$ cat config.mk
export PLATFORM = sky130hd
export DESIGN_NAME = slew_sched_flat
export DESIGN_NICKNAME = d
export VERILOG_FILES = /design/src/rtl/slew_sched_pkg.sv /design/src/rtl/slew_sched_if.sv /design/src/rtl/slew_tick_div.sv /design/src/rtl/slew_sched.sv /design/src/flat_wrapper.sv
export SDC_FILE = /design/constraint.sdc
export NUM_CORES = 1
export LEC_CHECK = 0
export ABC_AREA = 1
export CORE_MARGIN = 4
export CORE_UTILIZATION = 49
export DETAILED_ROUTE_END_ITERATION = 8
export GPL_TIMING_DRIVEN = 0
export PLACE_DENSITY = 0.79
export SLEW_MARGIN = 20
export SYNTH_ARGS = -nofsm -noshare
export SYNTH_HDL_FRONTEND = slang
export SYNTH_SLANG_ARGS = --single-unit
$ cat constraint.sdc
create_clock -name clk -period 2.5 [get_ports clk]
set_input_delay 0.625 -clock clk [delete_from_list [all_inputs] [get_ports clk]]
set_output_delay 0.625 -clock clk [all_outputs]
set_load 0.02 [all_outputs]
$ cat src/rtl/slew_sched_pkg.sv
// slew_sched_pkg: shared types and constants for the setpoint scheduler.
package slew_sched_pkg;

  typedef enum logic [1:0] {
    IDLE = 2'd0,
    SLEW = 2'd1,
    DONE = 2'd2
  } state_e;

  // Shortest tick slot; must cover the limiter's motion latency.
  localparam int MIN_PERIOD = 3;
  localparam int MOTION_LAT = 3;

endpackage

$ cat src/rtl/slew_sched_if.sv
// slew_sched_if: host handshake and limiter-side bundle of the scheduler.
interface slew_sched_if #(
  parameter int dw = 16,
  parameter int pw = 16,
  parameter int tw = 24
);

  logic [dw-1:0] set_val;
  logic          set_valid;
  logic          set_ready;
  logic [pw-1:0] period;
  logic          wrap_in;
  logic          bypass;
  logic [tw-1:0] timeout_lim;
  logic          motion;
  logic [dw-1:0] out_set;
  logic          out_enable;
  logic          out_wrap;
  logic          tick;
  logic          busy;
  logic          done;
  logic          timeout;

  modport slave (
    input  set_val,
    input  set_valid,
    output set_ready,
    input  period,
    input  wrap_in,
    input  bypass,
    input  timeout_lim,
    input  motion,
    output out_set,
    output out_enable,
    output out_wrap,
    output tick,
    output busy,
    output done,
    output timeout
  );

  modport master (
    output set_val,
    output set_valid,
    input  set_ready,
    output period,
    output wrap_in,
    output bypass,
    output timeout_lim,
    output motion,
    input  out_set,
    input  out_enable,
    input  out_wrap,
    input  tick,
    input  busy,
    input  done,
    input  timeout
  );

endinterface

$ cat src/rtl/slew_tick_div.sv
// slew_tick_div: loadable down-counter emitting a slot strobe every P clocks.
module slew_tick_div #(
  parameter int pw = 16
) (
  input  logic          clk,
  input  logic          rst_n,
  input  logic          load,
  input  logic [pw-1:0] period,
  input  logic          run,
  output logic          slot
);

  logic [pw-1:0] per_q;
  logic [pw-1:0] cnt_q;
  logic [pw-1:0] cnt_d;

  assign slot = run & ~load & (cnt_q == '0);

  always_comb begin
    cnt_d = cnt_q;
    if (load) begin
      cnt_d = period - pw'(1);
    end else if (slot) begin
      cnt_d = per_q - pw'(1);
    end else if (run) begin
      cnt_d = cnt_q - pw'(1);
    end
  end

  always_ff @(posedge clk or negedge rst_n) begin
    if (!rst_n) begin
      per_q <= '0;
      cnt_q <= '0;
    end else begin
      cnt_q <= cnt_d;
      if (load) begin
        per_q <= period;
      end
    end
  end

endmodule

$ cat src/rtl/slew_sched.sv
// slew_sched: paces limiter ticks and reports move completion.
// Define SLEW_SCHED_TIMEOUT_EN to build the per-move tick limit.
module slew_sched
  import slew_sched_pkg::*;
#(
  parameter int dw = 16,
  parameter int pw = 16,
  parameter int tw = 24
) (
  input logic         clk,
  input logic         rst_n,
  slew_sched_if.slave mif
);

  state_e state_q;
  state_e state_d;

  logic [dw-1:0] set_q;
  logic          wrap_q;
  logic          en_q;
  logic          tick_q;
  logic          tick_d;
  logic          tmo_q;
  logic          tmo_d;
  logic          accept;
  logic          run;
  logic          slot;
  logic          hit;
  logic [pw-1:0] eff_p;

  assign accept = mif.set_valid & (state_q == IDLE);
  assign run    = (state_q == SLEW);

  assign eff_p = (mif.period < pw'(MIN_PERIOD))
               ? pw'(MIN_PERIOD)
               : mif.period;

  slew_tick_div #(
    .pw(pw)
  ) u_div (
    .clk    (clk),
    .rst_n  (rst_n),
    .load   (accept),
    .period (eff_p),
    .run    (run),
    .slot   (slot)
  );

`ifdef SLEW_SCHED_TIMEOUT_EN
  logic [tw-1:0] cnt_q;
  logic [tw-1:0] lim_q;

  always_ff @(posedge clk or negedge rst_n) begin
    if (!rst_n) begin
      cnt_q <= '0;
      lim_q <= '0;
    end else if (accept) begin
      cnt_q <= '0;
      lim_q <= mif.timeout_lim;
    end else if (tick_d) begin
      cnt_q <= cnt_q + tw'(1);
    end
  end

  // Limit of zero means unlimited.
  assign hit = (lim_q != '0) && (cnt_q == lim_q);
`else
  logic unused_lim;

  assign unused_lim = ^mif.timeout_lim;
  assign hit        = 1'b0;
`endif

  always_ff @(posedge clk or negedge rst_n) begin
    if (!rst_n) begin
      state_q <= IDLE;
    end else begin
      state_q <= state_d;
    end
  end

  always_comb begin
    state_d = state_q;
    tick_d  = 1'b0;
    tmo_d   = 1'b0;
    unique case (state_q)
      IDLE: begin
        if (accept) begin
          state_d = SLEW;
        end
      end
      SLEW: begin
        if (slot) begin
          if (!mif.motion) begin
            state_d = DONE;
          end else if (hit) begin
            state_d = IDLE;
            tmo_d   = 1'b1;
          end else begin
            tick_d = 1'b1;
          end
        end
      end
      DONE: begin
        state_d = IDLE;
      end
      default: begin
        state_d = IDLE;
      end
    endcase
  end

  always_ff @(posedge clk or negedge rst_n) begin
    if (!rst_n) begin
      set_q  <= '0;
      wrap_q <= 1'b0;
      en_q   <= 1'b0;
      tick_q <= 1'b0;
      tmo_q  <= 1'b0;
    end else begin
      tick_q <= tick_d;
      tmo_q  <= tmo_d;
      if (accept) begin
        set_q  <= mif.set_val;
        wrap_q <= mif.wrap_in;
        en_q   <= ~mif.bypass;
      end
    end
  end

  assign mif.out_set    = set_q;
  assign mif.out_wrap   = wrap_q;
  assign mif.out_enable = en_q;
  assign mif.tick       = tick_q;
  assign mif.timeout    = tmo_q;
  assign mif.set_ready  = (state_q == IDLE);
  assign mif.busy       = (state_q != IDLE);
  assign mif.done       = (state_q == DONE);

  a_tick_gap: assert property (
    @(posedge clk) disable iff (!rst_n)
    mif.tick |=> !mif.tick ##1 !mif.tick
  );

  a_done_pulse: assert property (
    @(posedge clk) disable iff (!rst_n)
    mif.done |=> !mif.done && mif.set_ready
  );

endmodule

$ cat src/flat_wrapper.sv
// flat-port wrapper written by rule: the top's interface ports become plain ports
module slew_sched_flat import slew_sched_pkg::*;
#(
  parameter int dw = 16,
  parameter int pw = 16,
  parameter int tw = 24
)
  (clk, rst_n, mif_set_val, mif_set_valid, mif_set_ready, mif_period, mif_wrap_in, mif_bypass, mif_timeout_lim, mif_motion, mif_out_set, mif_out_enable, mif_out_wrap, mif_tick, mif_busy, mif_done, mif_timeout);
  slew_sched_if #(.dw(dw), .pw(pw), .tw(tw)) mif_i ();
  input logic clk;
  input logic rst_n;
  input wire logic [$bits(mif_i.set_val)-1:0] mif_set_val;
  input wire logic [$bits(mif_i.set_valid)-1:0] mif_set_valid;
  output wire logic [$bits(mif_i.set_ready)-1:0] mif_set_ready;
  input wire logic [$bits(mif_i.period)-1:0] mif_period;
  input wire logic [$bits(mif_i.wrap_in)-1:0] mif_wrap_in;
  input wire logic [$bits(mif_i.bypass)-1:0] mif_bypass;
  input wire logic [$bits(mif_i.timeout_lim)-1:0] mif_timeout_lim;
  input wire logic [$bits(mif_i.motion)-1:0] mif_motion;
  output wire logic [$bits(mif_i.out_set)-1:0] mif_out_set;
  output wire logic [$bits(mif_i.out_enable)-1:0] mif_out_enable;
  output wire logic [$bits(mif_i.out_wrap)-1:0] mif_out_wrap;
  output wire logic [$bits(mif_i.tick)-1:0] mif_tick;
  output wire logic [$bits(mif_i.busy)-1:0] mif_busy;
  output wire logic [$bits(mif_i.done)-1:0] mif_done;
  output wire logic [$bits(mif_i.timeout)-1:0] mif_timeout;
  assign mif_i.set_val = mif_set_val;
  assign mif_i.set_valid = mif_set_valid;
  assign mif_set_ready = mif_i.set_ready;
  assign mif_i.period = mif_period;
  assign mif_i.wrap_in = mif_wrap_in;
  assign mif_i.bypass = mif_bypass;
  assign mif_i.timeout_lim = mif_timeout_lim;
  assign mif_i.motion = mif_motion;
  assign mif_out_set = mif_i.out_set;
  assign mif_out_enable = mif_i.out_enable;
  assign mif_out_wrap = mif_i.out_wrap;
  assign mif_tick = mif_i.tick;
  assign mif_busy = mif_i.busy;
  assign mif_done = mif_i.done;
  assign mif_timeout = mif_i.timeout;
  slew_sched #(.dw(dw), .pw(pw), .tw(tw)) u_core (.clk(clk), .rst_n(rst_n), .mif(mif_i));
endmodule
==> results by group <==
Clock tree
  – CTS Buf Count: 5
  – Sink Count: 53
  – CTS H-tree lvls: 2
  – Post-CTS Hold Buffers: 0
  – TritonCTS clock tree: built
  – Worst-path clk slew: 0.11 ns
  – Longest Clk Path Bufs: 2
  – Clk Tree Root Cell: clkbuf_8
  – Clk_lat worst skew: 0.32 ns

Setup path
  – WS Path Type: input port to flip-flop
  – Critical Path Source Type: input port
  – Top cell by count, worst path: nand2_1
  – Data arrival, critical path: 2.60 ns
  – Worst-path maximum fanout: 4
  – CP required: 2.71 ns
  – Delay-heaviest family, CP: simple AND/OR/NAND/NOR gates
  – CP max-delay cell: clkdlybuf4s50_1
  – CP Cell Sequence: clkdlybuf4s50_1, nand2_2, nand2_2, nor2_4, nand3_2, a21oi_2, a21oi_2, ha_2, inv_2, nor2_4, nand2_4, nor2_4, nand2_1, nand2_1, nand2_1, nand2_1, nand2_1
  – Crit path buffers/inverters: 2
  – Max incr delay on CP: 0.50 ns
  – Endpoint class of the critical path: flip-flop

Logic synthesis
  – Syn avg cell area: 7.37 um^2
  – EDFF count, synth: 0
  – Synthesized flop and latch total: 53
  – Sequential share of the synthesized area: 42.4%
  – Cell taking the most area after synthesis: dfrtp_1
  – Mux contribution to synthesized area: 0%
  – Top-count cell post-synth: nand2_1
  – Synth top area share: 42.4%
  – Synth Area in Simple Gates: 40.4%
  – Asr flop ratio synth: 100%
  – Area contributors post-synth: dfrtp_1 (42%), nand2_1 (19%), inv_1 (6.4%)
  – Combinational family with the most area after synthesis: simple AND/OR/NAND/NOR gates
  – Syn Std Cell Area: 3130 um^2
  – Yosys cell types: 33
  – Post-synthesis adder-cell area fraction: 0.400%
  – Synth Net Count: 488
  – Post-synthesis cell count: 425
  – Xor/xnor share of the synthesized area: 1.08%
  – Most used DFF post-synth: dfrtp_1
  – Compound-gate portion of the synthesized area: 5.96%
  – Most instantiated cells after synthesis: nand2_1 (155), dfrtp_1 (53), inv_1 (53), nor2_1 (27), nand3_1 (22)
  – YS warnings: 0

Timing
  – Tcrit/Tclk final: 95.4%
  – Slew Limit Headroom: 54.0%
  – Final Max Tran Viols: 0
  – Worst Tran Pin Value: 0.690 ns
  – Worst hold margin: 0.344 ns
  – Post-layout min period: 2.38 ns
  – Final setup vio count: 0
  – Sum Neg Setup Slack: 0 ns
  – Final hold violations: 0
  – RSZ-0062 raised after global routing: no
  – F_max: 419 MHz
  – Clk_skew: 0.0147 ns

Global route
  – First-pass GRT wire length: 13.7 mm
  – Vias in the first global route: 2825
  – Pin count of the biggest net entering global routing: 54
  – Overflow after GRT: 0
  – Initial antenna violation count: 0
  – Gr usage total: 22.7%

Placed design
  – Placer Congestion: 0.939
  – Buffers on Ports: 59
  – Dpl cells: 559
  – HPWL Detailed: 6.02 mm

Drt
  – Met3 WL: 454 um
  – Drt pass-1 iters: 7
  – Antenna-violating nets left: 0
  – Met2 wire len: 3.96 mm
  – Max Used Layer: met4
  – # DRC: 0
  – Vias: 2895
  – Post-DR vias/cell: 5.10
  – Initial drt markers: 198
  – Routed WL: 8.09 mm
  – Met1 wire length: 3.52 mm
  – Mean routed wirelength per cell: 14.2 um

Die
  – Initial Util: 51.7%
  – Die Y: 87.9 um
  – Core box area: 6060 um^2
  – Chip width: 87.9 um
  – Ports: 85
  – Site row count: 28
  – Die Footprint: 7730 um^2

Cells and area
  – Fraction of layout cells with a size suffix above 1: 14.2%
  – Post-layout util: 65.4%
  – Area Overhead vs Synth: 26.7%
  – Layout Cells excl Fill: 568
  – Layout filler cell count: 536
  – Antenna cells: 0
  – Final nets: 555

Job
  – Total of max-cap violations: 0

Outcome
  – Status: finished, final reports clean

Worst hold path
  – Hold crit path type: input port to async pin

Power and ir drop
  – PwrDens: 1100 nW/um^2
  – Tot Pwr: 0.00437 W
  – Worst VDD drop: 0.000583 V
  – Leak Pwr: 2.00 nW
## power by group
part,switching (W),total (W),internal [W]
clock network,0.000311,0.000542,0.000231
registers,0.000195,0.00143,0.00124
logic,0.00149,0.00239,0.000906
## cell type report
| cell class | count | area (um^2) | area share, % |
|---|---|---|---|
| flip-flops and latches | 53 | 1330 | 33.4 |
| repair buffers | 60 | 596 | 15.0 |
| clock buffers | 6 | 82.6 | 2.08 |
| well taps | 75 | 93.8 | 2.37 |
| multi-input cells | 300 | 1550 | 39.1 |
| inverters | 57 | 214 | 5.39 |
| clock inverters | 2 | 17.5 | 0.442 |
| plain buffers | 15 | 87.6 | 2.21 |
## through the flow
| step | worst slack [ns] | instance area [um^2] |
|---|---|---|
| 2_1_floorplan | 0.292 | 3130 |
| 3_3_place_gp | -0.830 | 3810 |
| 3_5_place_dp | -0.455 | 3810 |
| 4_1_cts | 0.0153 | 3920 |
| 5_1_grt | 0.00722 | 3970 |
| 6_report | 0.115 | 3970 |
## cells by family (layout without fill, tap and decap cells)
logic type | after synthesis | in the layout
buffers and inverters | 72 | 140
AOI/OAI and AO/OA | 35 | 35
adders and majority gates | 1 | 1
xor gates and xnor gates | 3 | 3
DFF | 53 | 53
other | 1 | 1
and+or+nand+nor | 260 | 260
## registers in the layout, indices dropped and copies added (netlist names)
register,cells
u_core.mif.out_enable,1
u_core.mif.out_set,16
u_core.mif.out_wrap,1
u_core.mif.tick,1
u_core.state_q,2
u_core.u_div.cnt_q,16
u_core.u_div.per_q,16
## layer usage
metal,vias to the layer above,GRT usage (%)
met3,13,3.76
met5,-,0
met2,84,37.3
met1,1356,30.7
met4,0,7.11
li1,1442,-
## worst paths after layout
kind                                                    start                            endpoint  slack, ns  depth (start not counted)
hold / removal                                          rst_n  u_core.u_div.per_q[11]$_DFFE_PN0P_       0.34                          1
min in group clk           u_core.mif.out_set[10]$_DFFE_PN0P_  u_core.mif.out_set[10]$_DFFE_PN0P_       0.49                          2
hold reg to reg            u_core.mif.out_set[10]$_DFFE_PN0P_  u_core.mif.out_set[10]$_DFFE_PN0P_       0.49                          2
setup reg to reg           u_core.u_div.cnt_q[13]$_DFFE_PN0P_  u_core.u_div.cnt_q[10]$_DFFE_PN0P_       0.20                         17
max in group asynchronous                               rst_n   u_core.u_div.cnt_q[6]$_DFFE_PN0P_       1.71                          1
setup / recovery                                mif_period[0]  u_core.u_div.cnt_q[10]$_DFFE_PN0P_       0.12                         17
## repair_timing
item / CTS / global route
hold endpoints to repair: 0 / 0
endpoints found under the setup margin: 4 / 7
setup buffers: 1 / 0
gates resized for setup: 1 / 12
## layout by cell type, fill, tap and decap left out, drive strengths merged, types with 2 or more instances in the layout
master / Yosys / final
nand3b: 2 / 2
o21a: 2 / 2
clkinv: 1 / 2
inv: 56 / 57
nor2: 47 / 47
xor2: 3 / 3
nand2: 169 / 169
nand4: 15 / 15
clkbuf: 7 / 13
clkdlybuf4s50: 0 / 58
o21ai: 27 / 27
nand3: 25 / 25
nor3: 2 / 2
buf: 8 / 10
a21oi: 5 / 5
dfrtp: 53 / 53
(Power assumes the default switching activity.)
